**config.mk**
```make
export PLATFORM = sky130hd
export DESIGN_NAME = handshake_arbiter
export DESIGN_NICKNAME = d
export VERILOG_FILES = /design/src/rtl/handshake_arbiter.sv
export SDC_FILE = /design/constraint.sdc
export NUM_CORES = 1
export LEC_CHECK = 0
export ABC_AREA = 1
export CORE_ASPECT_RATIO = 1.25
export CORE_MARGIN = 2
export CORE_UTILIZATION = 35
export DETAILED_ROUTE_END_ITERATION = 8
export HOLD_SLACK_MARGIN = 0.03
export PLACE_DENSITY = 0.56
export SETUP_SLACK_MARGIN = 0.05
export SLEW_MARGIN = 5
export SYNTH_ARGS = -nofsm -noshare
export SYNTH_HDL_FRONTEND = slang
export SYNTH_SLANG_ARGS = --single-unit
```
**constraint.sdc**
```tcl
create_clock -name clk_i -period 1.55 [get_ports clk_i]
set_input_delay 0.31 -clock clk_i [delete_from_list [all_inputs] [get_ports clk_i]]
set_output_delay 0.31 -clock clk_i [all_outputs]
set_load 0.05 [all_outputs]
```
**src/rtl/handshake_arbiter.sv**
```systemverilog
// Round-robin merge of CH_AMOUNT req/ack channels onto one return-to-zero slave handshake.
// Define HANDSHAKE_ARBITER_TIMEOUT_EN to build in the stalled-transaction watchdog.
//
// state | meaning
// IDLE  | s_req_o low; grants the next candidate at the following edge
// REQ   | s_req_o high for channel s_ch_o; waits for s_ack_i (or the watchdog)
module handshake_arbiter #(
  parameter int CH_AMOUNT      = 4,
  parameter int TIMEOUT_CYCLES = 1024,
  parameter int TIMEOUT_W      = 16,
  localparam int CH_W          = $clog2(CH_AMOUNT)
) (
  input  logic                 clk_i,
  input  logic                 rst_i,
  input  logic [CH_AMOUNT-1:0] m_req_i,
  output logic [CH_AMOUNT-1:0] m_ack_o,
  output logic [CH_AMOUNT-1:0] m_err_o,
  output logic                 s_req_o,
  output logic [CH_W-1:0]      s_ch_o,
  input  logic                 s_ack_i
);

  typedef enum logic {IDLE = 1'b0, REQ = 1'b1} state_e;

  state_e               state_q, state_d;
  logic [CH_AMOUNT-1:0] pending_q, pending_d;
  logic [CH_W-1:0]      last_q, last_d;
  logic [CH_W-1:0]      s_ch_q, s_ch_d;
  logic                 s_req_q, s_req_d;
  logic [CH_AMOUNT-1:0] m_ack_q, m_ack_d;

  logic [CH_AMOUNT-1:0] cand;
  logic [CH_AMOUNT-1:0] served;
  logic                 grant_vld;
  logic [CH_W-1:0]      grant_idx;
  logic                 timeout;
  logic                 done;

`ifdef HANDSHAKE_ARBITER_TIMEOUT_EN
  logic [TIMEOUT_W-1:0] cnt_q, cnt_d;
  logic [CH_AMOUNT-1:0] m_err_q, m_err_d;

  // Counter sits at zero in IDLE, so it is already cleared on entry to REQ.
  always_comb begin
    cnt_d = '0;
    if (state_q == REQ) cnt_d = cnt_q + TIMEOUT_W'(1);
  end

  assign timeout = (state_q == REQ) && !s_ack_i &&
                   (cnt_q == TIMEOUT_W'(TIMEOUT_CYCLES - 1));
  assign m_err_o = m_err_q;
`else
  assign timeout = 1'b0;
  assign m_err_o = '0;
`endif

  assign done = (state_q == REQ) && (s_ack_i || timeout);

  // Round-robin search starting just after the previously served channel.
  always_comb begin
    cand      = pending_q | m_req_i;
    grant_vld = 1'b0;
    grant_idx = '0;
    for (int i = 0; i < CH_AMOUNT; i++) begin
      logic [CH_W-1:0] idx;
      idx = CH_W'((int'(last_q) + 1 + i) % CH_AMOUNT);
      if (!grant_vld && cand[idx]) begin
        grant_vld = 1'b1;
        grant_idx = idx;
      end
    end
  end

  always_comb begin
    served = '0;
    if (done) served[s_ch_q] = 1'b1;
  end

  // State register
  always_ff @(posedge clk_i) begin
    if (rst_i) begin
      state_q   <= IDLE;
      pending_q <= '0;
      last_q    <= CH_W'(CH_AMOUNT - 1);
      s_ch_q    <= '0;
      s_req_q   <= 1'b0;
      m_ack_q   <= '0;
`ifdef HANDSHAKE_ARBITER_TIMEOUT_EN
      cnt_q     <= '0;
      m_err_q   <= '0;
`endif
    end else begin
      state_q   <= state_d;
      pending_q <= pending_d;
      last_q    <= last_d;
      s_ch_q    <= s_ch_d;
      s_req_q   <= s_req_d;
      m_ack_q   <= m_ack_d;
`ifdef HANDSHAKE_ARBITER_TIMEOUT_EN
      cnt_q     <= cnt_d;
      m_err_q   <= m_err_d;
`endif
    end
  end

  // Next-state logic
  always_comb begin
    state_d = state_q;
    case (state_q)
      IDLE:    if (grant_vld) state_d = REQ;
      REQ:     if (done)      state_d = IDLE;
      default:                state_d = IDLE;
    endcase
  end

  // Output and datapath next values; every output is registered.
  always_comb begin
    pending_d = (pending_q & ~served) | (m_req_i & ~pending_q);
    last_d    = last_q;
    s_ch_d    = s_ch_q;
    s_req_d   = s_req_q;
    m_ack_d   = '0;
`ifdef HANDSHAKE_ARBITER_TIMEOUT_EN
    m_err_d   = '0;
`endif
    case (state_q)
      IDLE: begin
        if (grant_vld) begin
          s_req_d = 1'b1;
          s_ch_d  = grant_idx;
        end
      end
      REQ: begin
        if (done) begin
          s_req_d = 1'b0;
          last_d  = s_ch_q;
          if (s_ack_i) m_ack_d = served;
`ifdef HANDSHAKE_ARBITER_TIMEOUT_EN
          else         m_err_d = served;
`endif
        end
      end
      default: s_req_d = 1'b0;
    endcase
  end

  assign s_req_o = s_req_q;
  assign s_ch_o  = s_ch_q;
  assign m_ack_o = m_ack_q;

endmodule
```
==> run metrics <==
cell at the root of the clock tree sky130_fd_sc_hd__clkbuf_4; classification of the worst-slack hold path input port to flip-flop; die area ~0.0026 mm2; proportion of power drawn by the clock network 24.4%; portion of synthesized cell area occupied by the leading cell type a little over a third; routed length per placed instance around 12 um; Core Region 0.002027 mm2; kind of critical path flip-flop to flip-flop; FP Rows 18; Clock Skew roughly 0.00079 ns; launch instance of the worst register-to-register path last_q[0]; GRT Overall Usage between 10% and 20%; Int Pwr around 0.00068 W; Final Critical Period ~1.4 ns; Slew Limit Fails 0; number of buffers added to fix hold violations after cts 0; estimated wirelength of the detail-placed design between 1 and 1.5 mm; largest fanout of any net on the critical path 7; endpoints failing setup 0; worst path arrival time between 1.5 and 2 ns; area used by multi-input combinational logic ~460 um2; Initial Util around 38%; via count ~760; CP endpoint s_ch_o[1]; clock latency at the later pin of the worst-skew pair about 0.27 ns; sequential share of the synthesized area around 36%; mapped cell area 768.2 um2; cell accounting for the most synthesized area sky130_fd_sc_hd__dfxtp_1; cells along the critical path buf_12 -> inv_8 -> nand2_4 -> nand2_2 -> nand3_2 -> nand2_2 -> nor2_4 -> nand3_4 -> nand2_2 -> nand2_1 -> nand2_1 -> nor2_1; WL final 1.847 mm; design area 0.001114 mm2; Seq cells post-synth 14; setup repair after global routing missed its margin no; count of routing violations after the opening detailed-route iteration 18; Static Leakage ~0.57 nW; Storage cell area between 200 and 300 um2; CP endpoint kind flip-flop; antenna violations before repair 0; EDFF count, synth 0; Placed Instance Area about 940 um2; Layout fillers between 200 and 250; number of cells produced by synthesis 110; most frequent cell after synthesis sky130_fd_sc_hd__nand2_1; largest buffer count on any clock path 2; Yosys warnings 0; power density normalized to cell area between 900 and 1000 mW/mm2; reg-to-reg critical path endpoint s_ch_o[1]; reg-to-reg slack, setup approximately 0.15 ns; final instance count without filler cells 150; Top Family by Delay on Critical Path simple AND/OR/NAND/NOR gates; count of distinct cell types in the synthesized netlist 22; count of nets after finishing 138; clk slew on worst S/H paths roughly 0.08 ns; power dissipated by switching net loads 0.0003761 W; leading cell types by count after synthesis sky130_fd_sc_hd__nand2_1, sky130_fd_sc_hd__nor2_1, sky130_fd_sc_hd__dfxtp_1; worst-case vdd ir drop between 0.0003 and 0.0004 V; CTS H-Tree Depth 1; clock sink count 14; CTS tree built; Die X around 46 um; Hold Violations, Final 0; Sequential Power Share between 30% and 40%; Area growth, synth to finish 44.95%; CP required about 1.7 ns; main area contributors after synthesis sky130_fd_sc_hd__dfxtp_1, sky130_fd_sc_hd__nand2_1, sky130_fd_sc_hd__nor2_1; combinational fraction of design power a little over a third; via count of the first global-routing pass around 660; run status completed; placed cell count between 100 and 150; I/O Buffers 13; ratio of routed vias to standard cells about 5.1; Pre-antenna DRT Iters 4; cell with the biggest individual delay on the critical path sky130_fd_sc_hd__dfxtp_4; fin crit share about 90%; number of top-level design ports 18; startpoint class of the critical path flip-flop; Switching Share 35.46%; stage delay of the slowest cell on the critical path 0.38 ns; Max Cap Violations 0; post-detailed-route DRC marker count 0; number of cells on the critical path 12; Die H approximately 56 um; layout cell share with drive strength beyond 1 a little over a third; number of antenna diodes 0; number of nets with antenna violations after routing 0; CP dominant cell by count sky130_fd_sc_hd__nand2_2; primary flip-flop cell chosen by synthesis mapping sky130_fd_sc_hd__dfxtp_1; Critical Path Start last_q[0]; buffers and inverters on the worst path 2; number of clock buffers inserted by TritonCTS 3; maximum clock frequency 713.4 MHz; depth of the worst register-to-register path 12; Overflow after GRT 0; synthesized area per cell ~7.0 um2; wire length of the first global-routing pass ~2.8 mm; final estimated routing congestion in global placement 0.8113; Async SR Flop Fraction 0%; largest net degree at the start of global routing 11
-- power groups by stage --
stage	Clock, W	Sequential (W)	Combinational (W)
2_1_floorplan	0	0.000455	0.000194
3_3_place_gp	0	0.000421	0.000331
3_5_place_dp	0	0.000422	0.000333
4_1_cts	0.000265	0.000415	0.000339
5_1_grt	0.000282	0.000424	0.000417
6_report	0.000258	0.000419	0.000383
-- tightest hold or removal path: cells and delay by family --
| kind | cells | cell delay, ns |
|---|---|---|
| buffers and inverters | 1 | 0.14 |
| and+or+nand+nor | 1 | 0.15 |
| AOI/OAI and AO/OA | 1 | 0.05 |
-- stage by stage --
| step | TNS (ns) | hold slack [ns] | power, W | utilization, % | worst slack [ns] |
|---|---|---|---|---|---|
| after floorplan | 0 | 0.4330 | 0.0006490 | - | 0.2657 |
| after global placement | -1.079 | 0.4628 | 0.0007518 | 46.23 | -0.2895 |
| after detailed placement | -1.201 | 0.4610 | 0.0007550 | 46.23 | -0.3294 |
| after CTS | 0 | 0.4901 | 0.001019 | 48.64 | 0.07486 |
| after global routing | 0 | 0.4245 | 0.001122 | 54.94 | 0.04603 |
| final | 0 | 0.4275 | 0.001060 | 54.94 | 0.1483 |
-- placed cells by master, fill, tap and decap left out, types with 2 or more instances in the layout --
| master | instances |
|---|---|
| sky130_fd_sc_hd__a311o_1 | 2 |
| sky130_fd_sc_hd__buf_12 | 4 |
| sky130_fd_sc_hd__buf_4 | 8 |
| sky130_fd_sc_hd__clkbuf_4 | 3 |
| sky130_fd_sc_hd__clkdlybuf4s50_1 | 2 |
| sky130_fd_sc_hd__conb_1 | 4 |
| sky130_fd_sc_hd__dfxtp_1 | 12 |
| sky130_fd_sc_hd__dfxtp_4 | 2 |
| sky130_fd_sc_hd__dlymetal6s2s_1 | 4 |
| sky130_fd_sc_hd__inv_1 | 13 |
| sky130_fd_sc_hd__nand2_1 | 17 |
| sky130_fd_sc_hd__nand2_2 | 10 |
| sky130_fd_sc_hd__nand2_4 | 3 |
| sky130_fd_sc_hd__nand3_1 | 10 |
| sky130_fd_sc_hd__nand3_2 | 3 |
| sky130_fd_sc_hd__nor2_1 | 9 |
| sky130_fd_sc_hd__nor2_2 | 3 |
| sky130_fd_sc_hd__nor2_4 | 4 |
| sky130_fd_sc_hd__nor3_1 | 3 |
| sky130_fd_sc_hd__o211ai_1 | 2 |
-- how the worst min path moves through the flow --
stage | startpoint | end | slack (ns) | depth (start not counted)
3_5_place_dp | pending_q[3] | pending_q[3] | 0.46 | 1
5_1_grt | m_req_i[3] | pending_q[3] | 0.42 | 3
4_1_cts | pending_q[3] | pending_q[3] | 0.49 | 1
2_1_floorplan | pending_q[3] | pending_q[3] | 0.43 | 1
3_3_place_gp | pending_q[3] | pending_q[3] | 0.46 | 1
6_report | m_req_i[3] | pending_q[3] | 0.43 | 3
-- area by class of cell --
class / count / share of cell area (%)
Clock buffer: 4 / 3.258
Inverter: 16 / 6.292
Sequential cell: 14 / 25.84
Timing Repair Buffer: 19 / 21.12
Multi-Input combinational cell: 77 / 41.24
Tap cell: 20 / 2.247
-- routing by layer --
layer	track usage [%]	part of all wire [%]	up-vias
met3	1.608	3.6	2
met5	0	0	-
met4	10.20	1.5	0
li1	-	-	389
met2	22.02	53	22
met1	18.74	42	348
-- cell families (layout without fill, tap and decap cells) --
group	Yosys count	in the layout	synth area share, %
other	1	4	0.4881
AND/OR/NAND/NOR	65	65	39.41
AO/OA/AOI/OAI	8	8	7.979
flip-flops	14	14	36.48
buffers and inverters	22	39	15.64
-- timing repair --
action | CTS | global route
endpoints found under the setup margin | 4 | 4
resized for setup | 5 | 27
setup buffers | 0 | 2
pin swaps | 1 | 15
gates cloned | 0 | 1
-- state kept, by name, indices dropped and copies added (netlist names) --
| signal | cells |
|---|---|
| state_q | 1 |
| s_ch_o | 2 |
| s_req_o | 1 |
| m_ack_o | 4 |
| pending_q | 4 |
| last_q | 2 |
Note: power is estimated with default switching activity, not from simulation.
==> patch 1: new RTL, config.mk and constraints unchanged <==
Reset style: asynchronous (`rst_i`), changed in one clocked block.
--- a/src/rtl/handshake_arbiter.sv
+++ b/src/rtl/handshake_arbiter.sv
@@ -77,7 +77,7 @@
   end
 
   // State register
-  always_ff @(posedge clk_i) begin
+  always_ff @(posedge clk_i or posedge rst_i) begin
     if (rst_i) begin
       state_q   <= IDLE;
       pending_q <= '0;
Function: differs if rst_i is asserted again (counterexample within 4 cycles, from zero or initial values and one cycle with rst_i high); with rst_i held inactive, the same outputs for 10 cycles.
==> patch 1 against the original RTL <==
- the run now ends with setup timing left
- design area is 1.1% higher
- utilization increased by 1.2 points
- non-clock buffer count rose by 6
- critical path depth down 2
- worst setup slack got worse by 160 ps
- area after synthesis shrank 2.0%
- routed wire length fell by 0.60%
- sequential cell count is the same
- critical path type unchanged
- largest cell class unchanged
- highest routed layer unchanged
Power is not compared: it rests on default switching activity, and its combinational part moved more than twofold at a synthesized area within 25%.
==> patch 1: results (changes against the original RTL) <==
Placement
The final HPWL from detailed placement is 1.38 mm (+0.40%). The weighted congestion reported at the end of routability-driven placement was 0.865 (+6.6%). The post-placement cell area was 977 sq um (+4.3%).

Outcome
The run finished, with violations left. The final reports fail on setup timing.

Synthesis
The post-synthesis sequential area ratio is 0.468 (+0.104). The async set or reset register ratio after synthesis is 1.00 (+1.00). By count the netlist is led by nand2_1, dfrtp_1, nor2_1, nand3_1, a21oi_1. The mean post-synth cell area is 7.53 sq um (+7.9%). In the post-synthesis netlist, the biggest area contributors are dfrtp_1, nand2_1, dfstp_2, nand3_1, nor2_1. The distinct cell type count of the synthesized netlist is 20 (-9.1%).

Critical path
The critical path arrival came to 1720 ps (+140 ps). The slowest stage of the critical path is the dfstp_2 cell. In this run the critical register-to-register path is launched from last_q[0]. The length in cells of the worst reg-to-reg path was 10 (-2). The peak fanout along the critical path came to 8 (+1).

Layout
The share of cells above drive strength 1 is 0.430 (+0.0758).

GRT
The pin count of the biggest net entering global routing is 15 (+4). The first-pass GRT wire length is 3.04 mm (+8.3%). The aggregate global-route resource usage is 0.165 (+0.0179). The via count of the first global-routing pass is 695 (+5.8%).

Detailed routing
The final routed wire length divided by cell count is 12.4 microns (+0.75%). The per-cell via count in the routed design is 4.87 (-4.0%). The initial detailed-routing violation count is 13 (-5).

STA
The number of endpoints failing setup at the final stage was 1 (+1). The worst path setup slack after routing came to -7.69 ps (-156 ps). The total negative setup slack is -7.69 ps (-7.69 ps).

Min path
In this run the worst hold path is classified as in2async.
==> patch 1: cell types whose count changed after synthesis, sizes merged, moves of 5 or more <==
cell	unedited run	this run
dfxtp	14	0
dfrtp	0	12
inv	16	5
nand2	30	41
a21oi	1	6
nand3	14	9
==> patch 1: timing repair <==
action / 4_1_cts / 5_1_grt
resized for setup: 27 / 0
pin swaps: 10 / 0
setup endpoints to repair: 3 / 4
buffers inserted: 3 / 0
==> patch 1: cell type report <==
type	count	area, sq um
repair buffers	25	244
flip-flops and latches	14	353
inverters	5	21.3
clock buffers	4	36.3
well taps	20	25.0
multi-input cells	80	447
fillers	198	878
==> patch 1: final timing paths <==
check	slack, ps	to
max in group asynchronous	830	last_q[0]
worst max register to register	-8	s_ch_o[0]
worst min-delay path	360	m_ack_o[1]
worst min register to register	480	pending_q[2]
worst max-delay path	-8	s_ch_o[0]
min in group clk_i	480	pending_q[2]
==> patch 1: cells by family after synthesis <==
logic type,after synthesis,share of synthesized area
buffers and inverters,9,0.0648
AO/OA/AOI/OAI,11,0.0814
flip-flops,14,0.468
AND/OR/NAND/NOR,65,0.380
other,1,0.00498
==> patch 1: critical path, delay by kind of cell (launching register included) <==
| family | cells | cell delay [ps] |
|---|---|---|
| AOI/OAI and AO/OA | 1 | 100 |
| DFF | 1 | 630 |
| and+or+nand+nor | 7 | 500 |
| buffers and inverters | 2 | 230 |
==> patch 1: report_power, final <==
| part | switching (mW) | total [mW] | internal, mW |
|---|---|---|---|
| Clock | 0.110 | 0.253 | 0.143 |
| Sequential | 0.114 | 0.580 | 0.466 |
| Combinational | 0.556 | 0.955 | 0.399 |
| Total | 0.781 | 1.79 | 1.01 |
==> patch 1: metal layers <==
layer / vias up / GRT usage / part of all wire
met5: - / 0 / 0
met3: 2 / 0.0195 / 0.020
met4: 0 / 0.0882 / 0.015
met2: 19 / 0.272 / 0.54
li1: 375 / - / -
met1: 325 / 0.198 / 0.43
==> patch 2: new RTL, config.mk and constraints unchanged <==
Made on the original files. Change the parameter `CH_AMOUNT` from 4 to 8.
--- a/src/rtl/handshake_arbiter.sv
+++ b/src/rtl/handshake_arbiter.sv
@@ -5,7 +5,7 @@
 // IDLE  | s_req_o low; grants the next candidate at the following edge
 // REQ   | s_req_o high for channel s_ch_o; waits for s_ack_i (or the watchdog)
 module handshake_arbiter #(
-  parameter int CH_AMOUNT      = 4,
+  parameter int CH_AMOUNT      = 8,
   parameter int TIMEOUT_CYCLES = 1024,
   parameter int TIMEOUT_W      = 16,
   localparam int CH_W          = $clog2(CH_AMOUNT)
Ports: changed (resized m_ack_o, m_err_o, m_req_i and s_ch_o); port bits go from 18 to 31. No check against the original RTL was run, so the function may have changed too.
==> patch 2 against the original RTL <==
- the flow now finishes with violations (setup timing)
- routed wire length increased to 2.6 times the old value
- design area increased by 130%
- sequential share of layout area decreased by 7.1 points
- synthesized cell count increased by 140%
- critical path depth increased by 3
- power increased to 2.5 times the old value
- clock skew increased by 7.5 ps
- area after synthesis increased by 120%
- worst setup slack got worse by 760 ps
- sequential cell count increased by 10
==> patch 2: results (changes against the original RTL) <==
CTS
The maximum count of clock buffers along a single path is 2 (unchanged). The number of buffers inserted during clock tree synthesis was 3 (unchanged). The cell at the root of the clock tree is clkbuf_8.

The register clock-pin slew on the reported worst setup and hold paths is 80 ps (about the same). The later pin in the worst-skew pair is clocked with a latency of 260 ps.

Synthesis
The post-synthesis instance total is 264 (+140%). The total number of yosys warnings came to 0 (unchanged). By area the synthesized netlist is led by dfxtp_1, nand2_1, nand3_1, nor2_1, inv_1. The most used flip-flop cell after synthesis is dfxtp_1. The post-synthesis sequential area ratio is 0.284 (-0.0808). The distinct cell type count of the synthesized netlist is 28 (+27%). The number of flops mapped to enable cells by yosys is 0 (unchanged). The commonest cells after synthesis are nand2_1, nand3_1, nor2_1, inv_1, dfxtp_1.

Outcome
The flow ran to the end, but the final reports show violations. The checks that failed: setup timing.

Critical path
The peak fanout along the critical path is 9 (+2). The length in cells of the worst reg-to-reg path is 15 (+3). The family with the most delay on the worst path is simple AND/OR/NAND/NOR gates.

The timing startpoint of the critical path is last_q[0]. The slowest stage of the critical path is the dfxtp_4 cell. The worst stage delay on the critical path came to 380 ps (about the same). The capture point of the critical path is s_ch_o[0].

Power
The switching share of power was 0.421 (+0.0661). The static leakage power was 1.30 nW (+130%). The peak ir drop on the vdd network is 0.000556 V (+47%).

The fraction of power consumed by sequential logic is 0.265 (-0.130).

GRT
The pin count of the biggest net entering global routing is 20 (+9). The initial antenna violation count is 0 (unchanged). The aggregate global-route resource usage is 0.193 (+0.0466). The via count of the first global-routing pass is 1,830 (+180%). The first-pass GRT wire length is 8.17 mm (+190%).

Layout
The share of cells above drive strength 1 came to 0.366 (+0.0119). The total of fill cells in the finished design was 474 (+130%). The antenna diode count came to 0 (unchanged). The number of nets in the layout is 354 (+160%).

The number of standard cells in the layout, taps in and fillers out is 399 (+170%).

STA
The number of endpoints failing setup at the final stage was 5 (+5). The worst path setup slack after routing is -607 ps (-755 ps). The maximum clock skew at final layout was 8.32 ps (+7.53 ps).

Placement
The worst-case setup slack after placement is -890 ps (-561 ps). The weighted congestion reported at the end of routability-driven placement came to 0.856 (+5.5%). The final HPWL from detailed placement came to 3.86 mm (+180%). The post-placement cell area is 0.00236 sq mm (+150%). The instance count after placement with tap cells included was 389 (+170%). The number of port buffers is 22 (+9).

Detailed routing
The final routed wire length divided by cell count came to 12.2 microns (-0.77%). The total iterations of the first detailed-routing run was 4 (unchanged). The per-cell via count in the routed design is 4.71 (-7.1%). The initial detailed-routing violation count came to 63 (+45).

Min path
The worst hold-check path type is reg2reg.
## patch 2: cell count changes after synthesis, sizes merged, moves of 4 or more
| cell | delta |
|---|---|
| a21oi | +4 |
| buf | +6 |
| dfxtp | +10 |
| inv | +16 |
| nand2 | +55 |
| nand3 | +23 |
| nand4 | +7 |
| nor2 | +15 |
| nor3 | +6 |
| o21ai | +4 |
## patch 2: cell families (layout without fill, tap and decap cells)
group	after synthesis	after routing	synth area share
simple gates	170	170	0.468
flops	24	24	0.284
buf+inv	46	114	0.133
compound gates	21	21	0.0976
other cells	1	8	0.00222
fa+ha+maj	2	2	0.0148
## patch 2: final cells by class
cell class	instances	area, sq um	share of cell area
Inverter	32	130	0.0504
Tap cell	60	75.1	0.0291
Multi-Input combinational cell	201	1140	0.443
Timing Repair Buffer	79	708	0.274
Clock buffer	3	41.3	0.0160
Sequential cell	24	485	0.188
## patch 2: power groups by stage
| stage | sequential, mW | combinational, mW | clock [mW] |
|---|---|---|---|
| 6_report | 0.710 | 1.61 | 0.362 |
| 4_1_cts | 0.710 | 1.54 | 0.376 |
| 3_5_place_dp | 0.723 | 1.43 | 0 |
| 2_1_floorplan | 0.786 | 0.771 | 0 |
| 3_3_place_gp | 0.724 | 1.43 | 0 |
| 5_1_grt | 0.718 | 1.77 | 0.394 |
## patch 2: worst min-delay path: stages (launching register included)
cell and delay [ps]:
dfxtp_1 310, nand4_1 80, nand2_1 40, inv_1 40
## patch 2: repair_timing
item,CTS,global route
setup endpoints to repair,5,5
buffers inserted,4,3
pin swaps,17,15
resized for setup,27,13
## patch 2: per-stage QoR
stage / utilization / power [mW] / setup TNS [ps]
final: 0.550 / 2.68 / -2790
after global placement: 0.502 / 2.15 / -3950
after CTS: 0.534 / 2.63 / -2620
after floorplan: - / 1.56 / -3490
after global routing: 0.550 / 2.88 / -3470
after detailed placement: 0.502 / 2.15 / -4130
## patch 2: how the worst min path moves through the flow
stage | from | end | slack (ps) | depth (start not counted)
floorplan | state_q | state_q | 460 | 2
global placement | pending_q[6] | pending_q[6] | 480 | 3
detailed placement | pending_q[6] | pending_q[6] | 480 | 3
CTS | pending_q[6] | pending_q[6] | 500 | 3
global route | state_q | state_q | 530 | 2
finish | pending_q[6] | pending_q[6] | 500 | 3
## patch 2: layer usage
| layer | share of wire | GRT usage | wire length (microns) |
|---|---|---|---|
| met3 | 0.025 | 0.0192 | 121 |
| met2 | 0.52 | 0.357 | 2530 |
| met5 | 0 | 0 | 0 |
| met4 | 0.0043 | 0.0469 | 21 |
| met1 | 0.45 | 0.239 | 2200 |
